**src/rtl/spi_link_pkg.sv**
```systemverilog
`default_nettype none
// ============================================================================
//  spi_link_pkg
//  Shared types and defaults for the SPI load/done link (initiator and responder).
//  Revision: 1.0
// ============================================================================
package spi_link_pkg;

    localparam int SPI_BYTE_W      = 8;
    localparam int SPI_NBYTES_DEF  = 4;
    localparam int SPI_SCK_DIV_DEF = 4;
    localparam int SPI_TIMEOUT_DEF = 2048;

    typedef enum logic [2:0] {
        ST_IDLE      = 3'd0,
        ST_FETCH     = 3'd1,
        ST_SHIFT     = 3'd2,
        ST_RELEASE   = 3'd3,
        ST_WAIT_DONE = 3'd4,
        ST_WAIT_CLR  = 3'd5
    } init_state_t;

endpackage : spi_link_pkg
`default_nettype wire

```
**src/rtl/spi_sck_gen.sv**
```systemverilog
`default_nettype none
// ============================================================================
//  spi_sck_gen
//  SPI clock divider: toggles sck every SCK_DIV cycles while enabled and gives
//  single-cycle strobes for the edge about to occur. Idles low when disabled.
//  Revision: 1.0
// ============================================================================
module spi_sck_gen
    import spi_link_pkg::*;
#(
    parameter int SCK_DIV = SPI_SCK_DIV_DEF
) (
    input  logic i_int_osc,
    input  logic i_reset,
    input  logic i_en,
    output logic o_sck,
    output logic o_rise,
    output logic o_fall
);

    localparam int                c_DIV_W  = $clog2(SCK_DIV + 1);
    localparam logic [c_DIV_W-1:0] c_DIV_TC = c_DIV_W'(SCK_DIV - 1);

    logic [c_DIV_W-1:0] r_div_cnt;
    logic               r_sck;
    logic               w_tc;

    assign w_tc   = i_en && (r_div_cnt == c_DIV_TC);
    // Strobes flag the edge that sck takes at the coming clock edge.
    assign o_rise = w_tc && !r_sck;
    assign o_fall = w_tc &&  r_sck;
    assign o_sck  = r_sck;

    always_ff @(posedge i_int_osc) begin
        if (!i_reset || !i_en) begin
            r_div_cnt <= '0;
            r_sck     <= 1'b0;
        end else if (w_tc) begin
            r_div_cnt <= '0;
            r_sck     <= ~r_sck;
        end else begin
            r_div_cnt <= r_div_cnt + 1'b1;
        end
    end

endmodule : spi_sck_gen
`default_nettype wire

```
**src/rtl/spi_load_initiator.sv**
```systemverilog
`default_nettype none
// ============================================================================
//  spi_load_initiator
//  Initiator end of the SPI load/done link: shifts NBYTES bytes out (mode 0,
//  MSB first) under load, then waits for the responder's done handshake.
//  Optional abort of the done wait is enabled by defining SPI_LOAD_TIMEOUT_EN.
//  Revision: 1.0
// ============================================================================
module spi_load_initiator
    import spi_link_pkg::*;
#(
    parameter int NBYTES  = SPI_NBYTES_DEF,
    parameter int SCK_DIV = SPI_SCK_DIV_DEF,
    parameter int TIMEOUT = SPI_TIMEOUT_DEF
) (
    input  logic                  i_int_osc,
    input  logic                  i_reset,
    input  logic                  i_start,
    input  logic [SPI_BYTE_W-1:0] i_tx_data,
    input  logic                  i_tx_valid,
    output logic                  o_tx_ready,
    output logic                  o_sck,
    output logic                  o_sdo,
    output logic                  o_load,
    input  logic                  i_done_in,
    output logic                  o_busy,
    output logic                  o_frame_done,
    output logic                  o_timeout_err
);

    localparam int                  c_BYTE_CNT_W = $clog2(NBYTES + 1);
    localparam logic [c_BYTE_CNT_W-1:0] c_LAST_BYTE = c_BYTE_CNT_W'(NBYTES - 1);
    localparam logic [3:0]          c_LAST_BIT   = 4'(SPI_BYTE_W - 1);

    init_state_t             r_state;
    init_state_t             w_state_nxt;
    logic [SPI_BYTE_W-1:0]   r_sreg;
    logic [3:0]              r_bit_cnt;
    logic [c_BYTE_CNT_W-1:0] r_byte_cnt;
    logic                    r_load;
    logic                    r_done_m;
    logic                    r_done_s;
    logic                    r_frame_done;
    logic                    r_timeout_err;
    logic                    w_shift_en;
    logic                    w_sck_rise;
    logic                    w_sck_fall;
    logic                    w_byte_end;
    logic                    w_last_byte;
    logic                    w_to_hit;
    logic                    w_unused_rise;

    assign w_shift_en  = (r_state == ST_SHIFT);
    assign w_byte_end  = w_shift_en && w_sck_fall && (r_bit_cnt == c_LAST_BIT);
    assign w_last_byte = (r_byte_cnt == c_LAST_BYTE);
    assign w_unused_rise = w_sck_rise;

    spi_sck_gen #(
        .SCK_DIV (SCK_DIV)
    ) u_sck_gen (
        .i_int_osc (i_int_osc),
        .i_reset   (i_reset),
        .i_en      (w_shift_en),
        .o_sck     (o_sck),
        .o_rise    (w_sck_rise),
        .o_fall    (w_sck_fall)
    );

`ifdef SPI_LOAD_TIMEOUT_EN
    logic [31:0] r_to_cnt;

    always_ff @(posedge i_int_osc) begin
        if (!i_reset) begin
            r_to_cnt <= '0;
        end else if (r_state == ST_RELEASE) begin
            r_to_cnt <= '0;
        end else if (r_state == ST_WAIT_DONE) begin
            r_to_cnt <= r_to_cnt + 32'd1;
        end
    end

    // A done arriving on the terminal cycle takes priority over the abort.
    assign w_to_hit = (r_state == ST_WAIT_DONE) && !r_done_s
                   && (r_to_cnt == 32'(TIMEOUT - 1));
`else
    logic w_unused_timeout;
    assign w_unused_timeout = (TIMEOUT == 0);
    assign w_to_hit         = 1'b0;
`endif

    always_ff @(posedge i_int_osc) begin
        if (!i_reset) begin
            r_state <= ST_IDLE;
        end else begin
            r_state <= w_state_nxt;
        end
    end

    always_comb begin
        w_state_nxt = r_state;
        o_tx_ready  = 1'b0;
        o_busy      = 1'b1;
        o_sdo       = 1'b0;
        case (r_state)
            ST_IDLE: begin
                o_busy = 1'b0;
                if (i_start) begin
                    w_state_nxt = ST_FETCH;
                end
            end
            ST_FETCH: begin
                o_tx_ready = 1'b1;
                if (i_tx_valid) begin
                    w_state_nxt = ST_SHIFT;
                end
            end
            ST_SHIFT: begin
                o_sdo = r_sreg[SPI_BYTE_W-1];
                if (w_byte_end) begin
                    w_state_nxt = w_last_byte ? ST_RELEASE : ST_FETCH;
                end
            end
            ST_RELEASE: begin
                w_state_nxt = ST_WAIT_DONE;
            end
            ST_WAIT_DONE: begin
                if (r_done_s) begin
                    w_state_nxt = ST_WAIT_CLR;
                end else if (w_to_hit) begin
                    w_state_nxt = ST_IDLE;
                end
            end
            ST_WAIT_CLR: begin
                // Only a fresh low on done closes the frame, so a stale high
                // level is never credited to the next frame.
                if (!r_done_s) begin
                    w_state_nxt = ST_IDLE;
                end
            end
            default: begin
                w_state_nxt = ST_IDLE;
            end
        endcase
    end

    always_ff @(posedge i_int_osc) begin
        if (!i_reset) begin
            r_done_m <= 1'b0;
            r_done_s <= 1'b0;
        end else begin
            r_done_m <= i_done_in;
            r_done_s <= r_done_m;
        end
    end

    always_ff @(posedge i_int_osc) begin
        if (!i_reset) begin
            r_sreg        <= '0;
            r_bit_cnt     <= '0;
            r_byte_cnt    <= '0;
            r_load        <= 1'b0;
            r_frame_done  <= 1'b0;
            r_timeout_err <= 1'b0;
        end else begin
            r_frame_done  <= (r_state == ST_WAIT_CLR) && !r_done_s;
            r_timeout_err <= w_to_hit;
            case (r_state)
                ST_IDLE: begin
                    if (i_start) begin
                        r_load     <= 1'b1;
                        r_byte_cnt <= '0;
                    end
                end
                ST_FETCH: begin
                    if (i_tx_valid) begin
                        r_sreg    <= i_tx_data;
                        r_bit_cnt <= '0;
                    end
                end
                ST_SHIFT: begin
                    if (w_sck_fall) begin
                        r_sreg    <= {r_sreg[SPI_BYTE_W-2:0], 1'b0};
                        r_bit_cnt <= r_bit_cnt + 4'd1;
                        if (r_bit_cnt == c_LAST_BIT && !w_last_byte) begin
                            r_byte_cnt <= r_byte_cnt + 1'b1;
                        end
                    end
                end
                ST_RELEASE: begin
                    r_load <= 1'b0;
                end
                default: begin
                end
            endcase
        end
    end

    assign o_load        = r_load;
    assign o_frame_done  = r_frame_done;
    assign o_timeout_err = r_timeout_err;

endmodule : spi_load_initiator
`default_nettype wire

```
**config.mk**
```make
export PLATFORM = sky130hd
export DESIGN_NAME = spi_load_initiator
export DESIGN_NICKNAME = d
export VERILOG_FILES = /design/src/rtl/spi_link_pkg.sv /design/src/rtl/spi_sck_gen.sv /design/src/rtl/spi_load_initiator.sv
export SDC_FILE = /design/constraint.sdc
export NUM_CORES = 1
export LEC_CHECK = 0
export ABC_AREA = 1
export CAP_MARGIN = 20
export CORE_MARGIN = 2
export CORE_UTILIZATION = 25
export DETAILED_ROUTE_END_ITERATION = 8
export SLEW_MARGIN = 0
export SYNTH_ARGS = -nofsm -noshare
export SYNTH_HDL_FRONTEND = slang
export SYNTH_SLANG_ARGS = --single-unit
```
**constraint.sdc**
```tcl
create_clock -name i_int_osc -period 4.2 [get_ports i_int_osc]
set_input_delay 0.84 -clock i_int_osc [delete_from_list [all_inputs] [get_ports i_int_osc]]
set_output_delay 0.84 -clock i_int_osc [all_outputs]
set_load 0.02 [all_outputs]
```
==> flow_summary.yaml <==
status:
  outcome: "complete, no violations"
worst_setup_path:
  reg2reg_to: "r_byte_cnt[2]"
  crit_fanout: 14
  cp-start-kind: "flop"
  rr_worst_depth: 9
  reg2reg_from: "r_state[1]"
  slowest_delay_ns: 0.61
  endpoint_kind: "output port"
  cp.depth: 4
  cp_top_family: "buffers and inverters"
  crit_path_cell_trace: "inv_2 -> nand3_2 -> nor2_1 -> clkdlybuf4s50_1"
  path_buf_inv: 2
  crit_required_ns: 3.36
  arrival_ns: 1.84
  rrSetupSlack_ns: 2.30
  path_class: "flop to output port"
  crit_slowest_cell: "clkdlybuf4s50_1"
sta:
  fmax_mhz: 373
  setup_viol: 0
  final_max_slew_viol_count: 0
  rsz0062_at_grt: "no"
  tns_ns: 0
  relSlewSlack: 0.602
  skew_ns: 0.00407
  min_period_ns: 2.68
  fin_crit_sh: 0.638
  hold_viol: 0
  worst_pin_slew_ns: 0.597
route:
  dr.pass1.iters: 4
  post_drt_wl_per_cell_um: 9.96
  drt_iter0_markers: 99
  postRouteAntennaNets: 0
  viasPerCell: 4.16
  wirelength_um: 2850
  routed-via-count: 1189
  drcViolationCount: 0
power_and_ir_drop:
  p_leak_nw: 0.708
  finalPower_mw: 1.04
  power_density_nw_per_um2: 650
  seq_power_share: 0.343
  power_switching_mw: 0.483
  comb_power_share: 0.518
  ir_drop_v: 0.000184
  swShare: 0.465
  power_frac_clock: 0.139
  p_int_mw: 0.556
clock_tree:
  cts.sinks: 26
  hold_buffers: 0
  insertion_delay_ns: 0.27
  root_buffer: "clkbuf_8"
  post_cts_buffers: 0
  htreeDepth: 1
  cts_tree: "yes"
  cts-resized-gates: 0
  clock_path_buffers: 2
  clkTransAtPathRegs_ns: 0.09
  cts_buffers: 3
grt:
  met2_usage: 0.159
  grt_pass1_vias: 1072
  busiest_layer: "met2"
  grt_pass1_wl_um: 4870
  use_met3: 0.0271
  grt_usage: 0.100
  grt_max_degree: 15
  use_met1: 0.133
  antenna_found_initial: 0
  grt-ovfl-total: 0
logic_synthesis:
  synth_cells: 201
  synth_area_um2: 1320
  synth_cell_type_count: 22
  yosysSeqAreaShare: 0.393
  yosys_warnings: 0
  ys_ff_latch: 26
  syn_nets: 219
  avgSynthCellArea_um2: 6.59
die:
  dieArea_um2: 5890
  start_util: 0.259
  die_height_um: 76.8
  core_um2: 5110
  ios: 20
  num_rows: 26
  dieWidth_um: 76.8
finish:
  syn_to_final_growth_pct: 20.7
  final_common_cell: "nand2_1"
  multi_input_area_um2: 697
  drive_above_1_share: 0.0694
  fillers: 580
  fin_nets: 236
  seq_area_um2: 520
  layout_common_cells: "73 x nand2_1, 28 x nor2_1, 26 x dfxtp_1, 18 x clkdlybuf4s50_1, 15 x inv_1"
  num_antenna_cells: 0
placement:
  port_buffers: 18
  gp_congestion: 0.782
  dp_hpwl_um: 2060
hold_path:
  hold_class: "flop to flop"
  whs_path_depth: 2
  hp-start: "r_done_m"
  holdPathEnd: "r_done_s"
job:
  maxCapViolations: 0
-- power groups by stage --
stage	sequential [mW]	combinational (mW)	clock (mW)
2_1_floorplan	0.355	0.421	0
3_3_place_gp	0.358	0.534	0
3_5_place_dp	0.361	0.543	0
4_1_cts	0.355	0.544	0.152
5_1_grt	0.364	0.624	0.158
6_report	0.356	0.538	0.145
-- synth_stat cells --
cell type / n / area, um^2
xor2_1: 1 / 8.76
inv_2: 4 / 15.0
nand2_1: 73 / 274
buf_4: 1 / 7.51
nand3b_1: 2 / 15.0
ha_1: 5 / 62.6
conb_1: 1 / 3.75
buf_2: 1 / 5.00
nor2_2: 1 / 6.26
o21ai_0: 3 / 15.0
nand3_1: 14 / 70.1
a21oi_1: 14 / 70.1
nor2_4: 2 / 22.5
or2_2: 1 / 6.26
buf_6: 1 / 11.3
nand3_2: 2 / 20.0
nor3_1: 1 / 5.00
nor2_1: 28 / 105
dfxtp_1: 26 / 521
inv_1: 15 / 56.3
clkbuf_1: 3 / 11.3
nand2_2: 2 / 12.5
-- final cells by class --
cell class | instances | share of cell area
multi-input cells | 150 | 0.436
flip-flops and latches | 26 | 0.326
repair buffers | 18 | 0.113
well taps | 70 | 0.0548
inverters | 19 | 0.0446
clock buffers | 3 | 0.0258
-- flip-flops by register name, indices dropped and copies added (netlist names) --
name	count
r_state	3
u_sck_gen.o_sck	1
o_frame_done	1
r_byte_cnt	3
o_load	1
r_done_s	1
u_sck_gen.r_div_cnt	3
r_sreg	8
r_bit_cnt	4
r_done_m	1
-- through the flow --
step	hold WS, ns	instance area [um^2]	worst slack, ns	cells	util
global placement	0.396	1560	1.83	283	0.305
finish	0.413	1600	1.52	286	0.313
CTS	0.416	1600	1.49	286	0.313
global route	0.436	1600	1.33	286	0.313
detailed placement	0.396	1560	1.80	283	0.305
floorplan	0.390	1320	2.27	201	-
-- layer usage --
layer  up-vias  part of all wire
li1        650                 -
met1       515              0.49
met2        19              0.46
met3         5             0.037
met4         0             0.012
met5         -                 0
-- worst max path at each step --
| stage | start | to | slack [ns] |
|---|---|---|---|
| finish | r_state[2] | o_sdo | 1.52 |
| global route | r_state[2] | o_sdo | 1.33 |
| CTS | r_state[2] | o_sdo | 1.49 |
| detailed placement | r_state[2] | o_sdo | 1.80 |
| global placement | r_state[2] | o_sdo | 1.83 |
| floorplan | r_state[1] | o_sdo | 2.27 |
-- worst min-delay path, stage by stage (launching register included) --
cell,delay (ns)
dfxtp_1,0.31
nand2_1,0.04
inv_1,0.04
-- logic make-up after synthesis --
group,share of synthesized area
AO/OA/AOI/OAI,0.0643
XOR/XNOR,0.00662
other,0.00283
AND/OR/NAND/NOR,0.405
buffers and inverters,0.0803
flip-flops,0.393
adder cells (fa/ha/maj),0.0473
Power figures use the tool's default switching activity.
